==> config.mk <==
export PLATFORM = sky130hd
export DESIGN_NAME = noc_local_injector_flat
export DESIGN_NICKNAME = d
export VERILOG_FILES = /design/src/rtl/noc_pkg.sv /design/src/rtl/noc_local_injector_if.sv /design/src/rtl/noc_local_injector.sv /design/src/flat_wrapper.sv
export SDC_FILE = /design/constraint.sdc
export NUM_CORES = 1
export LEC_CHECK = 0
export ABC_CLOCK_PERIOD_IN_PS = 2400
export BUFFER_PORTS_ARGS = -buffer_cell sky130_fd_sc_hd__clkbuf_2
export CORE_UTILIZATION = 50
export CTS_BUF_LIST = sky130_fd_sc_hd__clkbuf_8
export CTS_CLUSTER_DIAMETER = 40
export CTS_CLUSTER_SIZE = 40
export DETAILED_ROUTE_END_ITERATION = 10
export PLACE_DENSITY = 0.79
export SLEW_MARGIN = 20
export SYNTH_ARGS = -nofsm -noshare
export SYNTH_HDL_FRONTEND = slang
export SYNTH_SLANG_ARGS = --single-unit
==> constraint.sdc <==
create_clock -name clk -period 2.4 [get_ports clk]
set_input_delay 0.24 -clock clk [delete_from_list [all_inputs] [get_ports clk]]
set_output_delay 0.24 -clock clk [all_outputs]
set_load 0.005 [all_outputs]
==> src/rtl/noc_pkg.sv <==
// Shared NoC definitions: flit type codes, field width helper and the
// injector FSM state encoding.
package noc_pkg;

  typedef enum logic [1:0] {
    FLIT_NONE = 2'b00,
    FLIT_HEAD = 2'b01,
    FLIT_BODY = 2'b10,
    FLIT_TAIL = 2'b11
  } flit_type_t;

  typedef enum logic [1:0] {
    ST_IDLE    = 2'b00,
    ST_HEAD    = 2'b01,
    ST_PAYLOAD = 2'b10
  } inj_state_t;

  // A flit is {type[1:0], field}; the field gets everything but the type bits.
  function automatic int field_width(input int link_width);
    return link_width - 2;
  endfunction

endpackage

==> src/rtl/noc_local_injector_if.sv <==
// Request, payload and router-link signals of the local injector.
// master = traffic source + router side, slave = the injector.
interface noc_local_injector_if
  import noc_pkg::*;
#(
  parameter int LINK_WIDTH = 8,
  parameter int LEN_W      = 4
) ();

  localparam int FW = field_width(LINK_WIDTH);

  logic                  pkt_valid;
  logic                  pkt_ready;
  logic [FW-1:0]         pkt_dest;
  logic [LEN_W-1:0]      pkt_len;
  logic                  pay_valid;
  logic                  pay_ready;
  logic [FW-1:0]         pay_data;
  logic [LINK_WIDTH-1:0] local_in_flit;
  logic                  local_wr_en;
  logic                  router_out_full;
  logic                  busy;
  logic [15:0]           pkt_count;
  logic                  err_zero_len;

  modport master (
    output pkt_valid, pkt_dest, pkt_len, pay_valid, pay_data, router_out_full,
    input  pkt_ready, pay_ready, local_in_flit, local_wr_en, busy, pkt_count,
           err_zero_len
  );

  modport slave (
    input  pkt_valid, pkt_dest, pkt_len, pay_valid, pay_data, router_out_full,
    output pkt_ready, pay_ready, local_in_flit, local_wr_en, busy, pkt_count,
           err_zero_len
  );

endinterface

==> src/rtl/noc_local_injector.sv <==
// Local injector: turns a {dest, len} request plus a payload stream into a
// HEAD/BODY.../TAIL flit sequence on the router's local input port.
module noc_local_injector
  import noc_pkg::*;
#(
  parameter int LINK_WIDTH   = 8,
  parameter int MESH_ROWS    = 4,
  parameter int MESH_COLUMNS = 4,
  parameter int LEN_W        = 4
) (
  input  logic                 clk,
  input  logic                 rst,
  noc_local_injector_if.slave  bus,
  output inj_state_t           dbg_state
);

  localparam int FW    = field_width(LINK_WIDTH);
  localparam int NODES = MESH_ROWS * MESH_COLUMNS;

  // Destinations are forwarded verbatim; IDs outside the mesh are the
  // router's concern, so the mesh size places no constraint here.
  if (NODES > (1 << FW)) begin : g_mesh_wider_than_id
  end

  // Handshakes: a transfer happens on a rising edge where valid and ready are
  // both 1. local_wr_en is a plain strobe, only ever raised while the router
  // reports room (router_out_full == 0).

  inj_state_t        state_q, state_d;
  logic [FW-1:0]     dest_q;
  logic [LEN_W-1:0]  rem_q;
  logic [15:0]       pkt_count_q;
  logic              err_q;

  logic                  pkt_ready_c;
  logic                  pay_ready_c;
  logic                  wr_c;
  logic [LINK_WIDTH-1:0] flit_c;
  flit_type_t            pay_type_c;
  logic                  accept_c;
  logic                  tail_wr_c;

  assign accept_c = bus.pkt_valid && pkt_ready_c;

  always_ff @(posedge clk) begin
    if (rst) begin
      state_q     <= ST_IDLE;
      dest_q      <= '0;
      rem_q       <= '0;
      pkt_count_q <= '0;
      err_q       <= 1'b0;
    end else begin
      state_q <= state_d;
      err_q   <= accept_c && (bus.pkt_len == '0);
      if (accept_c && (bus.pkt_len != '0)) begin
        dest_q <= bus.pkt_dest;
        rem_q  <= bus.pkt_len;
      end else if ((state_q == ST_PAYLOAD) && wr_c) begin
        rem_q <= rem_q - 1'b1;
      end
      if (tail_wr_c) begin
        pkt_count_q <= pkt_count_q + 16'd1;
      end
    end
  end

  always_comb begin
    state_d     = state_q;
    pkt_ready_c = 1'b0;
    pay_ready_c = 1'b0;
    wr_c        = 1'b0;
    flit_c      = '0;
    tail_wr_c   = 1'b0;
    pay_type_c  = (rem_q == LEN_W'(1)) ? FLIT_TAIL : FLIT_BODY;
    case (state_q)
      ST_IDLE: begin
        pkt_ready_c = 1'b1;
        if (bus.pkt_valid && (bus.pkt_len != '0)) state_d = ST_HEAD;
      end
      ST_HEAD: begin
        flit_c = {FLIT_HEAD, dest_q};
        wr_c   = !bus.router_out_full;
        if (wr_c) state_d = ST_PAYLOAD;
      end
      ST_PAYLOAD: begin
        pay_ready_c = !bus.router_out_full;
        wr_c        = bus.pay_valid && !bus.router_out_full;
        flit_c      = {pay_type_c, bus.pay_data};
        if (wr_c && (pay_type_c == FLIT_TAIL)) begin
          tail_wr_c = 1'b1;
          state_d   = ST_IDLE;
        end
      end
      default: state_d = ST_IDLE;
    endcase
  end

  assign bus.pkt_ready     = pkt_ready_c;
  assign bus.pay_ready     = pay_ready_c;
  assign bus.local_wr_en   = wr_c;
  assign bus.local_in_flit = flit_c;
  assign bus.busy          = (state_q != ST_IDLE);
  assign bus.pkt_count     = pkt_count_q;
  assign bus.err_zero_len  = err_q;
  assign dbg_state         = state_q;

endmodule

==> src/flat_wrapper.sv <==
// flat-port wrapper written by rule: the top's interface ports become plain ports
module noc_local_injector_flat import noc_pkg::*;
#(
  parameter int LINK_WIDTH   = 8,
  parameter int MESH_ROWS    = 4,
  parameter int MESH_COLUMNS = 4,
  parameter int LEN_W        = 4
)
  (clk, rst, dbg_state, bus_pkt_valid, bus_pkt_dest, bus_pkt_len, bus_pay_valid, bus_pay_data, bus_router_out_full, bus_pkt_ready, bus_pay_ready, bus_local_in_flit, bus_local_wr_en, bus_busy, bus_pkt_count, bus_err_zero_len);
  noc_local_injector_if #(.LINK_WIDTH(LINK_WIDTH), .LEN_W(LEN_W)) bus_i ();
  input  logic clk;
  input  logic rst;
  output inj_state_t dbg_state;
  input wire logic [$bits(bus_i.pkt_valid)-1:0] bus_pkt_valid;
  input wire logic [$bits(bus_i.pkt_dest)-1:0] bus_pkt_dest;
  input wire logic [$bits(bus_i.pkt_len)-1:0] bus_pkt_len;
  input wire logic [$bits(bus_i.pay_valid)-1:0] bus_pay_valid;
  input wire logic [$bits(bus_i.pay_data)-1:0] bus_pay_data;
  input wire logic [$bits(bus_i.router_out_full)-1:0] bus_router_out_full;
  output wire logic [$bits(bus_i.pkt_ready)-1:0] bus_pkt_ready;
  output wire logic [$bits(bus_i.pay_ready)-1:0] bus_pay_ready;
  output wire logic [$bits(bus_i.local_in_flit)-1:0] bus_local_in_flit;
  output wire logic [$bits(bus_i.local_wr_en)-1:0] bus_local_wr_en;
  output wire logic [$bits(bus_i.busy)-1:0] bus_busy;
  output wire logic [$bits(bus_i.pkt_count)-1:0] bus_pkt_count;
  output wire logic [$bits(bus_i.err_zero_len)-1:0] bus_err_zero_len;
  assign bus_i.pkt_valid = bus_pkt_valid;
  assign bus_i.pkt_dest = bus_pkt_dest;
  assign bus_i.pkt_len = bus_pkt_len;
  assign bus_i.pay_valid = bus_pay_valid;
  assign bus_i.pay_data = bus_pay_data;
  assign bus_i.router_out_full = bus_router_out_full;
  assign bus_pkt_ready = bus_i.pkt_ready;
  assign bus_pay_ready = bus_i.pay_ready;
  assign bus_local_in_flit = bus_i.local_in_flit;
  assign bus_local_wr_en = bus_i.local_wr_en;
  assign bus_busy = bus_i.busy;
  assign bus_pkt_count = bus_i.pkt_count;
  assign bus_err_zero_len = bus_i.err_zero_len;
  noc_local_injector #(.LINK_WIDTH(LINK_WIDTH), .MESH_ROWS(MESH_ROWS), .MESH_COLUMNS(MESH_COLUMNS), .LEN_W(LEN_W)) u_core (.clk(clk), .rst(rst), .bus(bus_i), .dbg_state(dbg_state));
endmodule
Word-level counts from Yosys, hierarchy flattened
Cells that the tools add are included.

word-level totals
  register bits = 29
  logic and storage cells = 41

cells by class
  $add $sub $neg = 2
  reduce and logical (&&, ||, !) cells = 14
  muxes and demuxes = 13
  equal/unequal tests = 7

operator list
  operator                                                                  number
  16-bit by 1-bit adder with 16-bit output (second input constant)          1
  8-bit one-hot mux with 2 select lines                                     1
  4-bit 2-to-1 mux                                                          2
  1-bit logical AND                                                         7
  2-bit 2-to-1 mux                                                          3
  2-bit one-hot mux with 3 select lines                                     1
  1-bit 2-to-1 mux                                                          5
  2-bit == test (second input constant)                                     2
  4-bit by 1-bit == test with 1-bit output (second input constant)          1
  4-bit logical NOT                                                         1
  2-bit inequality test (second input constant)                             2
  2-bit nonzero test                                                        2
  4-bit nonzero test                                                        1
  4-bit by 1-bit subtractor with 4-bit output (second input constant)       1
  3-bit AND reduction                                                       1
  2-bit by 1-bit == test with 1-bit output (second input constant)          1
  2-bit logical NOT                                                         1
  2-bit by 1-bit inequality test with 1-bit output (second input constant)  1
  1-bit one-hot mux with 2 select lines                                     1
  1-bit logical NOT                                                         1

Depth between registers and ports, before layout
Gate-level depths: netlist of the first run.

  depth in word-level cells = 6
  gate-level depth with buffers = 8
  gate-level depth less buffers = 6

Least setup slack after synthesis of the first run
Ideal clock, no wire load.

  path type = register to register
  from = reg u_core.state_q[0] (netlist: u_core.dbg_state[0])
  to = reg u_core.pkt_count_q[14] (netlist: u_core.bus.pkt_count[14])
  slack = 0.628 ns
  cell stages (with the launch flop) = 7
  data arrival time = 1.702 ns
  cells stage by stage = dfxtp_1 > inv_1 > ha_1 > nand4b_2 > or3_4 > or3_1 > a21oi_1

on the way
  cells in the longest elaborated chain, start to end = 2

RTL lines
  what                    line                      source
  from (decl)             noc_local_injector.sv:29  inj_state_t state_q, state_d;
  from (signal assigned)  noc_local_injector.sv:53  state_q <= state_d;
  2-bit == test           noc_local_injector.sv:75  case (state_q)
  1-bit 2-to-1 mux        noc_local_injector.sv:75
  to (signal assigned)    noc_local_injector.sv:62  pkt_count_q <= pkt_count_q + 16'd1;
  to (decl)               noc_local_injector.sv:32  logic [15:0] pkt_count_q;

No other way between the ends.
A chain may end at the register's enable or synchronous reset.

Final worst setup path of the first run
  from = reg u_core.rem_q[0]
  to = reg u_core.pkt_count_q[15] (netlist: u_core.bus.pkt_count[15])

on the way
  cells in the longest elaborated chain, start to end = 6

RTL lines
  what                                      line                      source
  from (decl)                               noc_local_injector.sv:31  logic [LEN_W-1:0] rem_q;
  from (signal assigned)                    noc_local_injector.sv:57  rem_q <= bus.pkt_len;
  from (signal assigned)                    noc_local_injector.sv:59  rem_q <= rem_q - 1'b1;
  4-bit by 1-bit == test with 1-bit output  noc_local_injector.sv:74  pay_type_c = (rem_q == LEN_W'(1)) ? FLIT_TAIL : FLIT_BODY;
  1-bit 2-to-1 mux                          noc_local_injector.sv:74
  2-bit == test                             noc_local_injector.sv:89  if (wr_c && (pay_type_c == FLIT_TAIL)) begin
  1-bit logical AND                         noc_local_injector.sv:89
  1-bit 2-to-1 mux                          noc_local_injector.sv:89
  1-bit 2-to-1 mux                          noc_local_injector.sv:75

No other way between the ends.

==> flow_metrics.env, run 1 <==
export IMPL_status="complete, but fails checks"
export IMPL_failed_checks="design-rule violations"
export IMPL_finalHoldViolCount=0
export IMPL_synth_area_sq_um=1590
export IMPL_drv_cap=0
export IMPL_maxSlewViolCount=0
export IMPL_cts_sinks=29
export IMPL_ctsResizeCount=0
export IMPL_hold_path_class="input pin to register"
export IMPL_netlist_top_cells_area="dfxtp_1 37%, ha_1 7.1%, nand2_1 5.9%"
export IMPL_crit_chain="ha_1 > nand4bb_1 > or3_4 > or3_1 > a21oi_1"
export IMPL_setup_viol=0
export IMPL_max_stage_delay_ns=0.52
export IMPL_drc=1
export IMPL_combPwrFrac_pct=32.9
export IMPL_ys_seq_area_share_pct=36.6
export IMPL_synth_seq_cells=29
export IMPL_core_sq_um=3030
export IMPL_crit_required_ns=2.60
export IMPL_seq_power_share_pct=39.3
export IMPL_synth_top_area_share_pct=36.6
export IMPL_start_util_pct=52.4
export IMPL_path_delay_family="simple AND/OR/NAND/NOR gates"
export IMPL_crit_buf_inv=0
export IMPL_clk_pin_slew_ns=0.06
export IMPL_fin_crit_ns=2.01
export IMPL_crit_slowest_cell="or3_4"
export IMPL_synthArstFlopShare_pct=0
export IMPL_first_pass_iters=7
export IMPL_grt_max_degree=28
export IMPL_track_usage_pct=22.7
export IMPL_first_global_vias=1319
export IMPL_start_kind="register"
export IMPL_crit_arrival_ns=2.21
export IMPL_leakage_uw=0.000831
export IMPL_num_vias=1509
export IMPL_synth_edf_count=0
export IMPL_netlist_instances=193
export IMPL_p_int_uw=957
export IMPL_cp_end_kind="register"
export IMPL_worstMarginPinSlew_ns=0.556
export IMPL_wirelength_mm=3.46
export IMPL_mostFrequentLayoutCell="clkbuf_2"
export IMPL_cts_made_buffers=5
export IMPL_power_density_nw_per_um2=734
export IMPL_switchingPower_uw=480
export IMPL_rows=20
export IMPL_hpwl_mm=2.48
export IMPL_cts_root_buf="clkbuf_8"
export IMPL_cp_max_fo=9
export IMPL_cts_setup_buffers=0
export IMPL_cts_max_level=2
export IMPL_maxClockFrequency_mhz=498
export IMPL_drt_initial_drc_count=82
export IMPL_yosys_area_top_type="dfxtp_1"
export IMPL_tns_ns=0
export IMPL_fillerInstances=267
export IMPL_finalNetCount=274
export IMPL_drive_gt1_share_pct=25.8
export IMPL_gp_congestion=0.825
export IMPL_synth_ff_type="dfxtp_1"
export IMPL_ioPinCount=52
export IMPL_area_growth_pct=23.5
export IMPL_grt_pass1_wl_mm=5.89
export IMPL_clkPwrFrac_pct=27.8
export IMPL_worst_skew_pair_late_latency_ns=0.28
export IMPL_stdcell_count=288
export IMPL_vias_per_cell=5.24
export IMPL_switching_share_pct=33.4
export IMPL_cts_hold_buf=0
export IMPL_routedWlPerCell_microns=12.0
export IMPL_fin_skew_ns=0.00492
export IMPL_min_period_over_period_pct=83.6
export IMPL_rsz0062_at_grt="false"
export IMPL_final_cell_mix="51 x clkbuf_2, 29 x dfxtp_1, 25 x nand2_1, 16 x a21oi_1, 13 x nor2_1"
export IMPL_port_buffers=51
export IMPL_ys_warn_count=0
export IMPL_die_area_sq_um=3400
export IMPL_cts_tree="done"
export IMPL_crit_type="register to register"
export IMPL_die_h_microns=58.3
export IMPL_ant_nets=0
export IMPL_dp_cells=281
export IMPL_antenna_cells=0
export IMPL_antenna_found_initial=0
export IMPL_ys_types=36
export IMPL_clockBufferDepth=2
export IMPL_grt_overflow_total=0
export IMPL_relSlewSlack_pct=62.9
export IMPL_ir_worst_vdd_mv=0.440
export IMPL_die_w_microns=58.3
export IMPL_synth_nets=223
export IMPL_syn_avg_cell_area_sq_um=8.21
-- worst register-to-register path: cells and delay by family, from the launching register on --
kind            cells  cell delay (ns)
compound gates      1             0.14
fa+ha+maj           1             0.21
flops               1             0.40
simple gates        3             1.18
-- synth_stat cells, drive strengths merged (2+ instances only) --
library cell  instances
and4                  3
xnor2                 6
nand2                25
or3                   7
a22oi                 6
nor2                 13
xor2                  5
nor3b                 2
and2                  4
o21ai                 6
ha                    9
nand4                 3
nand3                10
inv                   8
mux2i                 2
dfxtp                29
nor3                  3
a21oi                16
nor4                  5
nor2b                 8
clkbuf                7
and3                  2
a31oi                 2
-- final cells by class --
cell class,count,area [sq um],area share [%]
Clock buffer,6,82.6,4.22
Clock inverter,1,3.75,0.192
Inverter,8,30.0,1.53
Multi-Input combinational cell,148,943,48.2
Sequential cell,29,581,29.6
Tap cell,44,55.1,2.81
Timing Repair Buffer,52,263,13.4
-- cell families after synthesis --
| group | synth area share [%] |
|---|---|
| buffers and inverters | 3.87 |
| adders and majority gates | 7.10 |
| DFF | 36.6 |
| and+or+nand+nor | 32.3 |
| muxes | 1.26 |
| xor gates and xnor gates | 6.08 |
| AOI/OAI and AO/OA | 12.8 |
-- power by group through the flow --
stage                     clock [uW]  sequential, uW  combinational [uW]
final                            400             564                 473
after detailed placement           0             575                 469
after global placement             0             571                 463
after CTS                        408             564                 473
after floorplan                    0             566                 325
after global routing             437             573                 527
-- state kept, by name, summed over array words and instances (netlist names) --
name                     count
u_core.rem_q                 4
u_core.bus.err_zero_len      1
u_core.bus.pkt_count        16
u_core.dest_q                6
u_core.dbg_state             2
-- stage by stage --
step	util, %	area (sq um)	worst slack, ns	hold slack, ns	total power, uW
2_1_floorplan	-	1590	0.628	0.372	891
3_3_place_gp	61.8	1870	0.488	0.444	1030
3_5_place_dp	61.8	1870	0.426	0.450	1040
4_1_cts	64.7	1960	0.403	0.170	1450
5_1_grt	64.7	1960	0.250	0.195	1540
6_report	64.7	1960	0.394	0.179	1440
-- routing by layer --
metal  share of wire [%]  GRT usage (%)  vias up
met4                 1.4           7.14        0
met5                   0              0        -
li1                    -              -      781
met3                 5.7           6.81        5
met2                  46           36.3       44
met1                  47           29.6      679
-- worst paths after layout --
path | start | cells after the start | slack (ns) | to
worst min-delay path | bus_pkt_dest[2] | 3 | 0.18 | u_core.dest_q[2]
worst min register to register | u_core.dest_q[0] | 2 | 0.45 | u_core.dest_q[0]
worst max-delay path | u_core.rem_q[0] | 5 | 0.39 | u_core.bus.pkt_count[15]
worst max register to register | u_core.rem_q[0] | 5 | 0.39 | u_core.bus.pkt_count[15]
No activity file was read; power rests on OpenSTA's default activity.
==> run 2: changes to the inputs <==
ABC_CLOCK_PERIOD_IN_PS = 1810   (was 2400)
CORE_UTILIZATION = 47   (was 50)
PLACE_DENSITY = 0.78   (was 0.79)
clock period = 1.81 ns   (was 2.4 ns; I/O delays follow)
==> run 2 against run 1 <==
Compared with the run above: the flow now finishes without violations; clock-buffer cell count stayed put; clock skew is 0.0013 ns higher; combinational power is 62% higher; cell count is 6.3% higher; register-to-register slack worse by 0.32 ns; critical path depth is 1 higher; global-route usage is 0.47 points lower; hold slack worse by 0.063 ns; critical endpoint is now u_core.bus.pkt_count[11]; largest power group is now combinational cells; highest routed layer unchanged.
==> flow_metrics.env, run 2 (same netlist as run 1, synthesis figures left out) <==
export IMPL_track_usage_pct=22.3
export IMPL_num_vias=1571
export IMPL_worstMarginPinSlew_ns=0.363
export IMPL_final_cell_mix="51 x clkbuf_2, 28 x dfxtp_1, 25 x nand2_1, 18 x buf_4, 16 x a21oi_1"
export IMPL_finalNetCount=291
export IMPL_hold_path_class="input pin to register"
export IMPL_fillerInstances=268
export IMPL_die_h_microns=60.1
export IMPL_start_util_pct=50.7
export IMPL_antenna_cells=0
export IMPL_cts_made_buffers=5
export IMPL_power_density_nw_per_um2=1010
export IMPL_r2r_start="u_core.rem_q[1]"
export IMPL_gp_congestion=0.885
export IMPL_relSlewSlack_pct=75.6
export IMPL_core_sq_um=3130
export IMPL_crit_start="u_core.rem_q[1]"
export IMPL_drc=0
export IMPL_grt_pass1_wl_mm=5.79
export IMPL_seq_power_share_pct=33.8
export IMPL_worst_skew_pair_late_latency_ns=0.28
export IMPL_p_int_uw=1520
export IMPL_fin_skew_ns=0.00617
export IMPL_grt_overflow_total=0
export IMPL_first_global_vias=1326
export IMPL_fin_crit_ns=1.74
export IMPL_switchingPower_uw=666
export IMPL_cp_max_fo=6
export IMPL_ir_worst_vdd_mv=0.741
export IMPL_grt_max_degree=24
export IMPL_switching_share_pct=30.4
export IMPL_crit_type="register to register"
export IMPL_first_pass_iters=4
export IMPL_hpwl_mm=2.77
export IMPL_leakage_uw=0.000933
export IMPL_finalHoldViolCount=0
export IMPL_setup_viol=0
export IMPL_vias_per_cell=5.13
export IMPL_start_kind="register"
export IMPL_die_w_microns=60.1
export IMPL_drive_gt1_share_pct=33.2
export IMPL_maxSlewViolCount=0
export IMPL_drt_initial_drc_count=47
export IMPL_antenna_found_initial=0
export IMPL_wirelength_mm=3.69
export IMPL_fin_ws_ns=0.0738
export IMPL_cts_sinks=29
export IMPL_crit_required_ns=2.02
export IMPL_mostFrequentLayoutCell="clkbuf_2"
export IMPL_cts_root_buf="clkbuf_8"
export IMPL_status="completed"
export IMPL_rsz0062_at_grt="false"
export IMPL_crit_arrival_ns=1.95
export IMPL_cp_end_kind="register"
export IMPL_die_area_sq_um=3610
export IMPL_cts_hold_buf=0
export IMPL_largest_reg_flops=16
export IMPL_combPwrFrac_pct=35.0
export IMPL_routedWlPerCell_microns=12.1
export IMPL_clockBufferDepth=2
export IMPL_ioPinCount=52
export IMPL_tns_ns=0
export IMPL_cts_tree="done"
export IMPL_drv_cap=0
export IMPL_hp_start="bus_pkt_dest[2]"
export IMPL_ant_nets=0
export IMPL_area_growth_pct=36.3
export IMPL_post_place_ws_ns=0.00181
export IMPL_cts_max_level=2
export IMPL_clk_pin_slew_ns=0.06
export IMPL_rows=20
export IMPL_maxClockFrequency_mhz=576
export IMPL_min_period_over_period_pct=95.9
export IMPL_clkPwrFrac_pct=31.2
export IMPL_port_buffers=51
[run 2: cell types whose count changed in the layout (fill, tap and decap cells not counted), sizes merged]
| cell | before | now |
|---|---|---|
| buf | 1 | 18 |
| bufinv | 0 | 1 |
[run 2: power by group through the flow]
stage | combinational [uW] | clock, uW | sequential, uW
after floorplan | 431 | 0 | 751
after CTS | 737 | 699 | 729
final | 767 | 683 | 739
after detailed placement | 729 | 0 | 742
after global placement | 724 | 0 | 740
after global routing | 859 | 722 | 746
[run 2: final cells by class]
| cell class | instances | area, sq um | share of cell area, % |
|---|---|---|---|
| inverter | 8 | 30.0 | 1.39 |
| multi-input combinational | 148 | 987 | 45.7 |
| timing repair buffer | 69 | 390 | 18.1 |
| tap | 44 | 55.1 | 2.55 |
| clock buffer | 6 | 82.6 | 3.82 |
| clock inverter | 2 | 33.8 | 1.56 |
| sequential | 29 | 582 | 26.9 |
[run 2: path summary, 6_finish.rpt]
kind	slack (ns)	endpoint	cells past startpoint
hold / removal	0.12	u_core.dest_q[2]	3
hold reg to reg	0.45	u_core.dest_q[2]	2
setup / recovery	0.07	u_core.bus.pkt_count[11]	6
setup reg to reg	0.07	u_core.bus.pkt_count[11]	6
[run 2: per-layer routing]
layer | routed length [microns] | vias to the layer above | GRT usage, %
li1 | - | 817 | -
met4 | 92 | 0 | 11.0
met1 | 1660 | 698 | 27.6
met5 | 0 | - | 0
met3 | 233 | 5 | 6.49
met2 | 1710 | 51 | 35.1
[run 2: worst max-delay path, stage by stage (launching register included)]
cell	delay [ns]
dfxtp_1	0.32
inv_1	0.11
ha_4	0.16
nand4bb_4	0.13
or3_4	0.44
or3_1	0.37
a21oi_1	0.14
[run 2: what timing repair did]
action	in CTS	in global routing
gates resized for setup	1	8
endpoints found under the setup margin	3	10
setup buffers	1	0
cloned	0	0
pin swaps	1	1
[run 2: through the flow]
stage	util (%)	power [uW]	std cells	area, sq um	hold slack, ns
CTS	67.7	2170	306	2120	0.108
detailed placement	63.7	1470	297	1990	0.411
floorplan	-	1180	193	1590	0.313
global placement	63.7	1460	297	1990	0.405
finish	69.1	2190	306	2160	0.116
global route	69.1	2330	306	2160	0.131
